### src/rtl/fp_mul_pkg.sv
// Shared types and constants for the FP multiplier issue controller.
package fp_mul_pkg;

    typedef enum logic [1:0] {IDLE, ISSUE, WAIT} state_t;

    typedef struct packed {
        logic nan;
        logic inf;
        logic ovf;
        logic unf;
    } fp_flags_t;

    typedef struct packed {
        logic [31:0] a;
        logic [31:0] b;
    } fp_opnd_t;

    localparam logic [31:0] FP_QNAN = 32'h7FC00000;

endpackage

### src/rtl/fp_operand_fifo.sv
// Operand-pair FIFO. Occupancy is a separate counter so full/empty never alias.
module fp_operand_fifo #(
    parameter int DEPTH = 4,
    localparam int AW = $clog2(DEPTH)
) (
    input  logic          clk,
    input  logic          rst_n,
    input  logic          push_i,
    input  logic [63:0]   din_i,
    input  logic          pop_i,
    output logic [63:0]   dout_o,
    output logic          full_o,
    output logic          empty_o,
    output logic [AW:0]   count_o
);

    logic [63:0]   mem_q [DEPTH];
    logic [AW-1:0] wr_ptr_q, rd_ptr_q;
    logic [AW:0]   count_q;
    logic          do_push, do_pop;

    assign full_o  = (count_q == (AW+1)'(DEPTH));
    assign empty_o = (count_q == '0);
    assign count_o = count_q;
    // A push while full is refused even if a pop frees a slot this cycle.
    assign do_push = push_i && !full_o;
    assign do_pop  = pop_i && !empty_o;
    assign dout_o  = mem_q[rd_ptr_q];

    always_ff @(posedge clk or negedge rst_n) begin
        if (!rst_n) begin
            wr_ptr_q <= '0;
            rd_ptr_q <= '0;
            count_q  <= '0;
        end else begin
            if (do_push) wr_ptr_q <= wr_ptr_q + 1'b1;
            if (do_pop)  rd_ptr_q <= rd_ptr_q + 1'b1;
            unique case ({do_push, do_pop})
                2'b10:   count_q <= count_q + 1'b1;
                2'b01:   count_q <= count_q - 1'b1;
                default: count_q <= count_q;
            endcase
        end
    end

    always_ff @(posedge clk) begin
        if (do_push) mem_q[wr_ptr_q] <= din_i;
    end

endmodule

### src/rtl/fp_mul_issue_ctrl.sv
// Issues buffered operand pairs to multiplier32FP one at a time and captures
// the product/flags into a valid/ready output slot, with a completion watchdog.
module fp_mul_issue_ctrl
    import fp_mul_pkg::*;
#(
    parameter int DEPTH   = 4,
    parameter int TIMEOUT = 64
) (
    input  logic                     clk,
    input  logic                     rst_n,
    input  logic                     in_valid_i,
    output logic                     in_ready_o,
    input  logic [31:0]              in_a_i,
    input  logic [31:0]              in_b_i,
    output logic                     mul_start_o,
    output logic [31:0]              mul_a_o,
    output logic [31:0]              mul_b_o,
    input  logic                     mul_done_i,
    input  logic [31:0]              mul_product_i,
    input  logic                     mul_nan_i,
    input  logic                     mul_inf_i,
    input  logic                     mul_ovf_i,
    input  logic                     mul_unf_i,
    output logic                     out_valid_o,
    input  logic                     out_ready_i,
    output logic [31:0]              out_product_o,
    output logic [3:0]               out_flags_o,
    output logic                     timeout_o,
    output logic [$clog2(DEPTH):0]   pending_o
);

    localparam int WW = $clog2(TIMEOUT);
    localparam logic [WW-1:0] WD_LAST = WW'(TIMEOUT - 1);

    state_t      state_q, state_d;
    logic [31:0] mul_a_q, mul_a_d, mul_b_q, mul_b_d;
    logic        start_q, start_d;
    logic [WW-1:0] wd_q, wd_d;
    logic        out_valid_q, out_valid_d;
    logic [31:0] prod_q, prod_d;
    fp_flags_t   flags_q, flags_d;
    logic        timeout_q, timeout_d;

    logic        fifo_full, fifo_empty, pop;
    fp_opnd_t    head;
    logic        cap;
    logic [31:0] cap_prod;
    fp_flags_t   cap_flags;

    fp_operand_fifo #(.DEPTH(DEPTH)) u_fifo (
        .clk     (clk),
        .rst_n   (rst_n),
        .push_i  (in_valid_i),
        .din_i   ({in_a_i, in_b_i}),
        .pop_i   (pop),
        .dout_o  (head),
        .full_o  (fifo_full),
        .empty_o (fifo_empty),
        .count_o (pending_o)
    );

    always_comb begin
        state_d     = state_q;
        mul_a_d     = mul_a_q;
        mul_b_d     = mul_b_q;
        start_d     = 1'b0;
        wd_d        = wd_q;
        pop         = 1'b0;
        timeout_d   = timeout_q;
        cap         = 1'b0;
        cap_prod    = mul_product_i;
        cap_flags   = '{nan: mul_nan_i, inf: mul_inf_i, ovf: mul_ovf_i, unf: mul_unf_i};
        out_valid_d = out_valid_q && !out_ready_i;
        prod_d      = prod_q;
        flags_d     = flags_q;

        unique case (state_q)
            IDLE: begin
                // Holding off while the output slot is occupied guarantees no result is dropped.
                if (!fifo_empty && !out_valid_q) begin
                    pop     = 1'b1;
                    mul_a_d = head.a;
                    mul_b_d = head.b;
                    start_d = 1'b1;
                    state_d = ISSUE;
                end
            end
            ISSUE: begin
                wd_d = '0;
                if (mul_done_i) begin
                    cap     = 1'b1;
                    state_d = IDLE;
                end else begin
                    state_d = WAIT;
                end
            end
            WAIT: begin
                if (mul_done_i) begin
                    cap     = 1'b1;
                    state_d = IDLE;
                end else if (wd_q == WD_LAST) begin
                    cap       = 1'b1;
                    cap_prod  = FP_QNAN;
                    cap_flags = '{nan: 1'b1, inf: 1'b0, ovf: 1'b0, unf: 1'b0};
                    timeout_d = 1'b1;
                    state_d   = IDLE;
                end else begin
                    wd_d = wd_q + 1'b1;
                end
            end
            default: state_d = IDLE;
        endcase

        if (cap) begin
            out_valid_d = 1'b1;
            prod_d      = cap_prod;
            flags_d     = cap_flags;
        end
    end

    always_ff @(posedge clk or negedge rst_n) begin
        if (!rst_n) begin
            state_q     <= IDLE;
            mul_a_q     <= '0;
            mul_b_q     <= '0;
            start_q     <= 1'b0;
            wd_q        <= '0;
            out_valid_q <= 1'b0;
            prod_q      <= '0;
            flags_q     <= '0;
            timeout_q   <= 1'b0;
        end else begin
            state_q     <= state_d;
            mul_a_q     <= mul_a_d;
            mul_b_q     <= mul_b_d;
            start_q     <= start_d;
            wd_q        <= wd_d;
            out_valid_q <= out_valid_d;
            prod_q      <= prod_d;
            flags_q     <= flags_d;
            timeout_q   <= timeout_d;
        end
    end

    assign in_ready_o    = !fifo_full;
    assign mul_start_o   = start_q;
    assign mul_a_o       = mul_a_q;
    assign mul_b_o       = mul_b_q;
    assign out_valid_o   = out_valid_q;
    assign out_product_o = prod_q;
    assign out_flags_o   = flags_q;
    assign timeout_o     = timeout_q;

endmodule

### config.mk
export PLATFORM = sky130hd
export DESIGN_NAME = fp_mul_issue_ctrl
export DESIGN_NICKNAME = d
export VERILOG_FILES = /design/src/rtl/fp_mul_pkg.sv /design/src/rtl/fp_operand_fifo.sv /design/src/rtl/fp_mul_issue_ctrl.sv
export SDC_FILE = /design/constraint.sdc
export NUM_CORES = 1
export LEC_CHECK = 0
export BUFFER_PORTS_ARGS = -buffer_cell sky130_fd_sc_hd__clkbuf_2
export CAP_MARGIN = 0
export CORE_ASPECT_RATIO = 1.25
export CORE_UTILIZATION = 51
export CTS_CLUSTER_SIZE = 28
export DETAILED_ROUTE_END_ITERATION = 8
export PLACE_DENSITY = 0.76
export SETUP_SLACK_MARGIN = 0.5
export SYNTH_ARGS = -nofsm -noshare
export SYNTH_HDL_FRONTEND = slang
export SYNTH_SLANG_ARGS = --single-unit
### constraint.sdc
create_clock -name clk -period 2.6 [get_ports clk]
set_clock_uncertainty 0.15 [all_clocks]
set_input_delay 0.26 -clock clk [delete_from_list [all_inputs] [get_ports clk]]
set_output_delay 0.26 -clock clk [all_outputs]
set_load 0.005 [all_outputs]
==> results of run 1 <==
cell families (layout without fill, tap and decap cells):
kind of cell | count (synthesis) | after routing | share of synthesized area
buf+inv | 43 | 421 | 0.0159
other cells | 0 | 2 | 0
simple gates | 110 | 111 | 0.0355
xor+xnor | 7 | 7 | 0.00436
compound gates | 52 | 52 | 0.0202
mux | 131 | 131 | 0.156
fa+ha+maj | 11 | 11 | 0.0103
flops | 374 | 374 | 0.757
final timing paths:
path / end / slack, ps / from
max: u_fifo.count_o[2] / 540 / state_q[0]
max in group asynchronous: mul_a_o[19] / 1380 / rst_n
max reg2reg: u_fifo.count_o[2] / 540 / state_q[0]
min: u_fifo.wr_ptr_q[0] / 30 / in_valid_i
min in group asynchronous: mul_b_o[7] / 190 / rst_n
min reg2reg: mul_b_o[22] / 350 / mul_b_o[22]
cell usage after synthesis (2+ instances only):
cell	instances	area [um2]
edfxtp_1	256	7690
dfrtp_1	118	2950
nand2_1	79	297
mux2_2	66	743
mux4_2	64	1440
o21ai_0	40	200
clkbuf_1	13	48.8
inv_1	11	41.3
buf_2	10	50.1
ha_1	10	125
nor2_1	7	26.3
buf_6	5	56.3
and3_1	4	25.0
nand3_1	4	20.0
xor2_1	4	35.0
buf_4	3	22.5
or2_2	3	18.8
xnor2_1	3	26.3
a21oi_1	2	10.0
a31oi_1	2	12.5
and2_1	2	12.5
and4b_1	2	20.0
nor3b_1	2	15.0
cell type report:
type | count | area [um2]
well taps | 345 | 432
multi-input cells | 312 | 3260
diodes | 2 | 5.00
repair buffers | 344 | 2480
inverters | 11 | 41.3
clock buffers | 53 | 1040
fillers | 1737 | 8900
clock inverters | 13 | 104
flip-flops and latches | 374 | 10600
power groups by stage:
stage / registers [W] / clock network [W] / logic (W)
2_1_floorplan: 0.00889 / 0 / 0.00400
3_3_place_gp: 0.00899 / 0 / 0.00600
3_5_place_dp: 0.00906 / 0 / 0.00617
4_1_cts: 0.00896 / 0.00516 / 0.00638
5_1_grt: 0.00914 / 0.00538 / 0.00705
6_report: 0.00896 / 0.00505 / 0.00647
sequential cells by signal (all words and copies together), names as in the netlist, 3 cells and up:
signal          flops
out_product_o      32
mul_a_o            32
u_fifo.mem_q      256
u_fifo.count_o      3
wd_q                6
out_flags_o         4
mul_b_o            32
metal layers:
| layer | vias to the layer above | wire, um | part of all wire | track usage |
|---|---|---|---|---|
| met1 | 4050 | 11700 | 0.39 | 0.261 |
| met2 | 254 | 15500 | 0.52 | 0.372 |
| met5 | - | 0 | 0 | 0 |
| li1 | 3527 | - | - | - |
| met3 | 53 | 1770 | 0.059 | 0.0418 |
| met4 | 0 | 827 | 0.028 | 0.0723 |
critical path, stage by stage, from the launching register on:
cell and delay [ps]:
dfrtp_1 400, inv_2 100, ha_4 140, nor3b_4 240, ha_4 180, inv_2 30
fa_2 330, xor2_1 150, nor2_1 110, xor2_1 160
repair_timing:
action                                 in CTS  in global routing
pin swaps                                   0                  3
cloned                                      0                  2
setup endpoints to repair                   2                 85
resized for setup                           5                  2
endpoints found under the hold margin     356                  0
setup buffers                               3                  3
hold buffers                              103                  0
per-stage QoR:
stage | cells | total power (W) | util | hold slack [ps]
finish | 1454 | 0.0205 | 0.669 | 29.1
global route | 1453 | 0.0216 | 0.669 | 30.1
CTS | 1447 | 0.0205 | 0.667 | 21.3
detailed placement | 1275 | 0.0152 | 0.585 | 205
global placement | 1275 | 0.0150 | 0.585 | 197
floorplan | 728 | 0.0129 | - | -186
cells in the final DEF (no fill, tap or decap), drive strengths merged, types with 2 or more instances in the layout:
master	n
a21oi	2
and4b	2
or2	4
edfxtp	256
ha	10
diode	2
dfrtp	118
dlygate4sd3	103
xor2	4
clkinv	7
nor3b	3
nand3	4
nor2	7
xnor2	3
mux4	64
o21ai	40
clkbuf	264
and3	4
buf	30
mux2	66
inv	15
nor3	3
a31oi	2
and2	2
nand2	79
==> flow_summary.toml, run 1 <==
[outcome]
status = "complete, no violations"

[clock_network]
path_clk_slew_ps = 60
numCtsBuffers = 37
htreeDepth = 2
clock_path_buffers = 3
cts.sinks = 374
cts_tree = "yes"
cts_root_buffer = "clkbuf_16"
insertion_delay_ps = 510

[worst_setup_path]
cp_max_fo = 3
reg2regPathDepth = 9
cp.required_ps = 2880
cp_data_arrival_time_ps = 2340
cp-start-kind = "flip-flop"
end_kind = "flip-flop"
worstSetupPathType = "reg -> reg"

[power_and_ir_drop]
clockPowerShare = 0.246
switching_share = 0.292
pwr-share-comb = 0.316
internal_power_w = 0.0145
power_density_mw_per_mm2 = 1140
p_switching_w = 0.00599
ir_drop_uv = 708
seqPwrFrac = 0.438
leakagePower_nw = 7.00

[logic_synthesis]
netlist_area_mm2 = 0.0140
synth_ff_type = "edfxtp_1"
synth_edf_count = 256
synth_cells = 728
ys.warnings.count = 0
synth.net_count = 844
synth_seq_cells = 374
async_reset_ff_frac = 0.316
yosysUniqueCellTypes = 41
syn_area_per_cell_um2 = 19.3
ys_seq_area_frac = 0.757

[die]
num_io_pins = 212
core_mm2 = 0.0269
start_util = 0.522
dieArea_mm2 = 0.0282
rows = 67
die_width_um = 150
fp.dieH_um = 188

[global_routing]
grt_pass1_wl_um = 45000
grt_max_degree = 65
grt_use_total = 0.212
grt_pass1_vias = 8367
antenna_found_initial = 2
grt-ovfl-total = 0

[sta]
hold_viol = 0
max_slew_margin = 0.518
setup_violations = 0
tightest_slew_ps = 722
fmaxAchievable_mhz = 486
final.period_utilization = 0.792
final_max_slew_viol_count = 0
finalCriticalPeriod_ps = 2060
worst_slack_ps = 542
finalSetupTns_ps = 0
rsz0062_at_grt = "true"

[detailed_routing]
first_pass_iters = 5
vias_per_cell = 5.42
initialDrtViolationCount = 401
vias = 7884
post-route-drc-count = 0
ant_nets = 0
routed_wl_um = 29800
wire_per_inst_um = 20.5

[placement]
gp_congestion = 0.735
dp_hpwl_um = 16600
numPortBuffers = 211
place_area_mm2 = 0.0157
dp_slack_ps = 324

[cells_and_area]
area_growth_pct = 28.2
drive_above_1_share = 0.404
finalNetCount = 1196
post-route-cell-area_mm2 = 0.0180

[job]
cap_violations = 0

[worst_hold_path]
hold_depth = 3
hold_path_class = "in -> reg"
Power figures use the tool's default switching activity.
==> run 2, diff against run 1 <==
--- a/config.mk
+++ b/config.mk
@@ -5,13 +5,14 @@
 export SDC_FILE = /design/constraint.sdc
 export NUM_CORES = 1
 export LEC_CHECK = 0
+export ABC_AREA = 1
 export BUFFER_PORTS_ARGS = -buffer_cell sky130_fd_sc_hd__clkbuf_2
 export CAP_MARGIN = 0
 export CORE_ASPECT_RATIO = 1.25
-export CORE_UTILIZATION = 51
+export CORE_UTILIZATION = 55
 export CTS_CLUSTER_SIZE = 28
 export DETAILED_ROUTE_END_ITERATION = 8
-export PLACE_DENSITY = 0.76
+export PLACE_DENSITY = 0.77
 export SETUP_SLACK_MARGIN = 0.5
 export SYNTH_ARGS = -nofsm -noshare
 export SYNTH_HDL_FRONTEND = slang
==> constraint.sdc (replaced) <==
create_clock -name clk -period 2 [get_ports clk]
set_clock_uncertainty 0.15 [all_clocks]
set_input_delay 0.2 -clock clk [delete_from_list [all_inputs] [get_ports clk]]
set_output_delay 0.2 -clock clk [all_outputs]
set_load 0.005 [all_outputs]
==> run 2 against run 1 <==
Against the previous run:
- the flow now finishes with violations (hold timing)
- sequential cell count unchanged
- clock power rose by 30%
- critical path depth grew 4
- highest routed layer is now met5
- non-clock buffer count up 118
- sequential power is 32% higher
- setup slack got worse by 530 ps
- utilization is 15 points higher
==> flow_summary.toml, run 2 <==
[outcome]
status = "finished, violations left"
violations = "hold timing"

[cells_and_area]
largest_reg_flops = 256
regMostFlops = "u_fifo.mem_q"
fillers = 1249
drive_above_1_share = 0.289
area_growth_pct = 45.3
final_common_cell = "nand2_1"
final_cells = 2186
finalNetCount = 1935
layout_common_cells = "nand2_1 (392), edfxtp_1 (256), nor2_1 (226)"

[logic_synthesis]
synth_fa_ha_area_frac = 0.00978
synth-simple-area-share = 0.185
async_reset_ff_frac = 0.316
synth_edf_count = 256
synth_ff_type = "edfxtp_1"
ys.warnings.count = 0
synth-xor-area-share = 0.00295
synth_top_cell_by_area = "edfxtp_1"
ys_seq_area_frac = 0.717
syn_area_per_cell_um2 = 10.8
synth.net_count = 1487
synth_top_area_share = 0.518
netlist_area_mm2 = 0.0148
synth-compound-area-share = 0.0474
synth_top_family_by_area = "simple AND/OR/NAND/NOR gates"
synth_cells = 1371
yosysUniqueCellTypes = 24
synthTopCellsByCount = "nand2_1 (426), nor2_1 (266), edfxtp_1 (256), o21ai_0 (135), dfrtp_1 (118)"
yosysMostFrequentCell = "nand2_1"
synthTopCellsByArea = "edfxtp_1 (52%), dfrtp_1 (20%), nand2_1 (11%), nor2_1 (6.7%), o21ai_0 (4.6%)"
synthMuxAreaShare = 0
synth_seq_cells = 374

[detailed_routing]
initialDrtViolationCount = 1246
wire_per_inst_um = 24.6
routed_wl_um = 53900
post-route-drc-count = 0
vias_per_cell = 5.81
first_pass_iters = 7
ant_nets = 0
vias = 12701

[clock_network]
cts.sinks = 374
numCtsBuffers = 36
path_clk_slew_ps = 60
cts_tree = "yes"
cts_root_buffer = "clkbuf_16"
htreeDepth = 2
insertion_delay_ps = 520
clock_path_buffers = 3

[die]
die_width_um = 149
dieArea_mm2 = 0.0276
start_util = 0.565
num_io_pins = 212
core_mm2 = 0.0263
fp.dieH_um = 186
rows = 66

[worst_hold_path]
hold_path_class = "in -> reg"

[power_and_ir_drop]
p_switching_w = 0.0138
switching_share = 0.392
internal_power_w = 0.0215
leakagePower_nw = 9.45
clockPowerShare = 0.186
power_density_mw_per_mm2 = 1640
totalPowerFinal_w = 0.0353
pwr-share-comb = 0.481
ir_drop_uv = 1140
seqPwrFrac = 0.333

[sta]
rsz0062_at_grt = "true"
final_max_slew_viol_count = 0
whs_ps = -7.65
max_slew_margin = 0.623
finalCriticalPeriod_ps = 1990
worst_slack_ps = 14.4
setup_violations = 0
finalSetupTns_ps = 0
final.period_utilization = 0.993
hold_viol = 1
tightest_slew_ps = 565
fmaxAchievable_mhz = 504

[global_routing]
antenna_found_initial = 2
grt_max_degree = 95
grt_use_total = 0.286
grt-ovfl-total = 0
grt_pass1_wl_um = 59800
grt_pass1_vias = 11612

[job]
cap_violations = 0

[placement]
dp_slack_ps = -67.5
placed_cells = 1892
dp_hpwl_um = 19000
numPortBuffers = 211
gp_congestion = 0.784

[worst_setup_path]
cp_max_fo = 5
end_kind = "flip-flop"
worstSetupPathType = "reg -> reg"
cp.required_ps = 2240
cp_data_arrival_time_ps = 2230
cp-start-kind = "flip-flop"
-- run 2: cell type report --
cell class	instances	area (um2)	share of cell area
Clock buffer	55	1070	0.0499
Clock inverter	9	41.3	0.00192
Tap cell	340	425	0.0197
Multi-Input combinational cell	883	4330	0.201
Timing Repair Buffer	462	4780	0.222
Antenna cell	1	2.50	0.000116
Sequential cell	374	10600	0.494
Inverter	62	250	0.0116
-- run 2: worst max-delay path, stage by stage (launching register included) --
cell and delay (ps):
dfrtp_1 400, inv_2 90, buf_4 120, buf_6 90, ha_4 130, nand2_2 50, nand2_2 110, nand2_4 70
inv_4 70, o21ai_4 130, buf_12 190, buf_16 120, nand2_1 60, nand2_1 70
-- run 2: cell families after synthesis --
logic type | count (synthesis)
compound gates | 139
xor+xnor | 5
fa+ha+maj | 11
buf+inv | 127
flops | 374
simple gates | 715
-- run 2: final timing paths --
path,start,to,slack (ps),depth (start not counted)
worst max register to register,state_q[1],out_product_o[26],10,13
worst min register to register,mul_b_o[15],mul_b_o[15],320,2
worst min-delay path,in_valid_i,u_fifo.count_o[1],-8,4
max in group asynchronous,rst_n,mul_a_o[12],950,3
worst max-delay path,state_q[1],out_product_o[26],10,13
min in group asynchronous,rst_n,out_product_o[9],60,2
-- run 2: metal layers --
layer  vias to the layer above  global-route usage  wire length, um
met2                      1018               0.516            26500
met5                         -                   0               13
met4                         2               0.148             3850
li1                       5411                   -                -
met1                      5998               0.312            17400
met3                       272              0.0652             6110
-- run 2: power groups by stage --
stage                     combinational, W  sequential, W  clock (W)
after floorplan                    0.00619         0.0116          0
after global placement             0.00960         0.0115          0
after detailed placement           0.00990         0.0116          0
after CTS                           0.0109         0.0114    0.00647
after global routing                0.0179         0.0119    0.00687
final                               0.0170         0.0118    0.00656
-- run 2: what timing repair did --
action                                  in CTS  in global routing
buffers inserted                            23                 24
hold buffers                               102                  0
pin swaps                                   22                 93
endpoints found under the hold margin      408                  0
gates cloned                                15                 65
endpoints found under the setup margin     375                375
gates resized for setup                     34                213
-- run 2: through the flow --
step           hold WS (ps)  utilization  area [um2]
2_1_floorplan          -246            -       15000
3_3_place_gp           42.7        0.634       16600
3_5_place_dp           46.5        0.634       16600
4_1_cts               -29.4        0.738       19400
5_1_grt              -0.147        0.821       21500
6_report              -7.65        0.821       21500
==> run 3, diff against run 2 <==
--- a/config.mk
+++ b/config.mk
@@ -10,6 +10,7 @@
 export CAP_MARGIN = 0
 export CORE_ASPECT_RATIO = 1.25
 export CORE_UTILIZATION = 55
+export CTS_BUF_LIST = sky130_fd_sc_hd__clkbuf_8 sky130_fd_sc_hd__clkbuf_16
 export CTS_CLUSTER_SIZE = 28
 export DETAILED_ROUTE_END_ITERATION = 8
 export PLACE_DENSITY = 0.77
==> constraint.sdc (replaced) <==
create_clock -name clk -period 1.9 [get_ports clk]
set_clock_uncertainty 0.15 [all_clocks]
set_input_delay 0.19 -clock clk [delete_from_list [all_inputs] [get_ports clk]]
set_output_delay 0.19 -clock clk [all_outputs]
set_load 0.005 [all_outputs]
==> run 3 against run 2 <==
Against the previous run:
- the run now ends clean
- sequential cell count unchanged
- global-route usage fell by 3.5 points
- register-to-register slack barely moved
- first-iteration DRC count down 44%
- fmax grew 4.8%
- sequential power about the same
- critical path type unchanged
- highest routed layer is now met4
==> flow_summary.toml, run 3 (synthesis results as in run 2) <==
[die]
dieArea_mm2 = 0.0276
fp.dieH_um = 186
die_width_um = 149
core_mm2 = 0.0263
rows = 66
start_util = 0.565
num_io_pins = 212

[detailed_routing]
initialDrtViolationCount = 694
vias = 10792
vias_per_cell = 5.16
first_pass_iters = 5
routed_wl_um = 35600
wire_per_inst_um = 17.0
post-route-drc-count = 0
ant_nets = 0

[worst_setup_path]
end_kind = "flip-flop"
cp_slowest_stage_delay_ps = 380
crit_path_start = "state_q[0]"
cp-start-kind = "flip-flop"
crit_slowest_cell = "dfrtp_1"
crit_buf_inv = 3
cp.required_ps = 2140
path_cells = "inv_2 > ha_4 > nand3_4 > inv_4 > ha_4 > inv_2 > fa_2 > a21oi_1 > o21ai_1 > xor2_1"
worstSetupPathType = "reg -> reg"
timing.rr.start = "state_q[0]"
cp_data_arrival_time_ps = 2140
r2r_setup_slack_ps = 5
critPathTopFamily = "adder cells"
cp_max_fo = 2

[sta]
final_max_slew_viol_count = 0
fmaxAchievable_mhz = 528
max_slew_margin = 0.716
finalCriticalPeriod_ps = 1900
rsz0062_at_grt = "true"
setup_violations = 0
final.period_utilization = 0.997
whs_ps = 13.9
tightest_slew_ps = 425
hold_viol = 0

[clock_network]
cts_tree = "yes"
htreeDepth = 2
path_clk_slew_ps = 60
cts.sinks = 374
cts_root_buffer = "clkbuf_16"
clock_path_buffers = 3
insertion_delay_ps = 510
numCtsBuffers = 35

[placement]
placed_cells = 1908
dp_hpwl_um = 19400
numPortBuffers = 211
gp_congestion = 0.808

[global_routing]
grt_pass1_wl_um = 53600
antenna_found_initial = 2
grt_pass1_vias = 10705
grt_use_total = 0.250
grt_max_degree = 75
grt-ovfl-total = 0

[worst_hold_path]
hold_path_class = "in -> async"

[cells_and_area]
final_common_cell = "nand2_1"
regMostFlops = "u_fifo.mem_q"
area_growth_pct = 30.1
drive_above_1_share = 0.212
layout_common_cells = "nand2_1 (419), nor2_1 (260), edfxtp_1 (256)"
largest_reg_flops = 256
final_cells = 2090
finalNetCount = 1840

[power_and_ir_drop]
seqPwrFrac = 0.392
leakagePower_nw = 8.64
internal_power_w = 0.0198
clockPowerShare = 0.222
ir_drop_uv = 1050
switching_share = 0.359
power_density_mw_per_mm2 = 1600
p_switching_w = 0.0111
pwr-share-comb = 0.386

[outcome]
status = "complete, no violations"

[job]
cap_violations = 0
## run 3: cell types whose count changed in the layout (fill, tap and decap cells not counted), moves of 12 or more
cell	before	now
buf_12	34	22
buf_6	27	3
clkbuf_16	80	37
inv_1	49	63
nand2_1	392	419
nand2_2	30	6
nor2_1	226	260
nor2_4	37	7
o21ai_0	100	133
o21ai_1	34	2
## run 3: power by group through the flow
stage | combinational (W) | clock (W) | sequential [W]
floorplan | 0.00661 | 0 | 0.0122
global placement | 0.0102 | 0 | 0.0121
detailed placement | 0.0106 | 0 | 0.0122
CTS | 0.0112 | 0.00699 | 0.0121
global route | 0.0132 | 0.00730 | 0.0123
finish | 0.0119 | 0.00688 | 0.0121
## run 3: per-layer routing
layer	vias to the layer above	global-route usage	share of wire
li1	5177	-	-
met1	5121	0.299	0.39
met2	438	0.457	0.52
met3	56	0.0441	0.070
met4	0	0.0788	0.022
met5	-	0	0
## run 3: worst reg2reg max path, delay by kind of cell (launching register included)
family          cells  cell delay [ps]
xor+xnor            1              140
buf+inv             3              190
flops               1              380
fa+ha+maj           3              610
compound gates      2              220
simple gates        1               80
## run 3: per-stage QoR
step / TNS [ps] / setup WS, ps / util / instance area [um2] / total power (W)
finish: 0 / 4.89 / 0.735 / 19300 / 0.0309
global route: -430 / -54.7 / 0.735 / 19300 / 0.0328
CTS: -13.0 / -13.0 / 0.729 / 19100 / 0.0303
detailed placement: -73.6 / -73.6 / 0.639 / 16800 / 0.0228
global placement: -24.8 / -24.8 / 0.639 / 16800 / 0.0224
floorplan: -73550 / -302 / - / 15100 / 0.0188
## run 3: path summary, 6_finish.rpt
kind	end	depth (start not counted)
max	u_fifo.count_o[2]	10
min	mul_b_o[8]	2
max reg2reg	u_fifo.count_o[2]	10
min reg2reg	out_flags_o[0]	2
max in group asynchronous	mul_start_o	3
min in group clk	u_fifo.count_o[0]	5
## run 3: area by class of cell
type,instances,area (um2)
multi-input cells,870,3840
well taps,340,425
clock inverters,23,206
fillers,1641,6960
flip-flops and latches,374,10600
clock buffers,38,917
diodes,2,5.00
repair buffers,381,3030
inverters,62,239
## run 3: timing repair
action,in CTS,in global routing
gates resized for setup,12,17
endpoints found under the setup margin,379,384
setup buffers,5,6
hold buffers,103,0
endpoints found under the hold margin,412,0
pin swaps,8,5
gates cloned,3,2
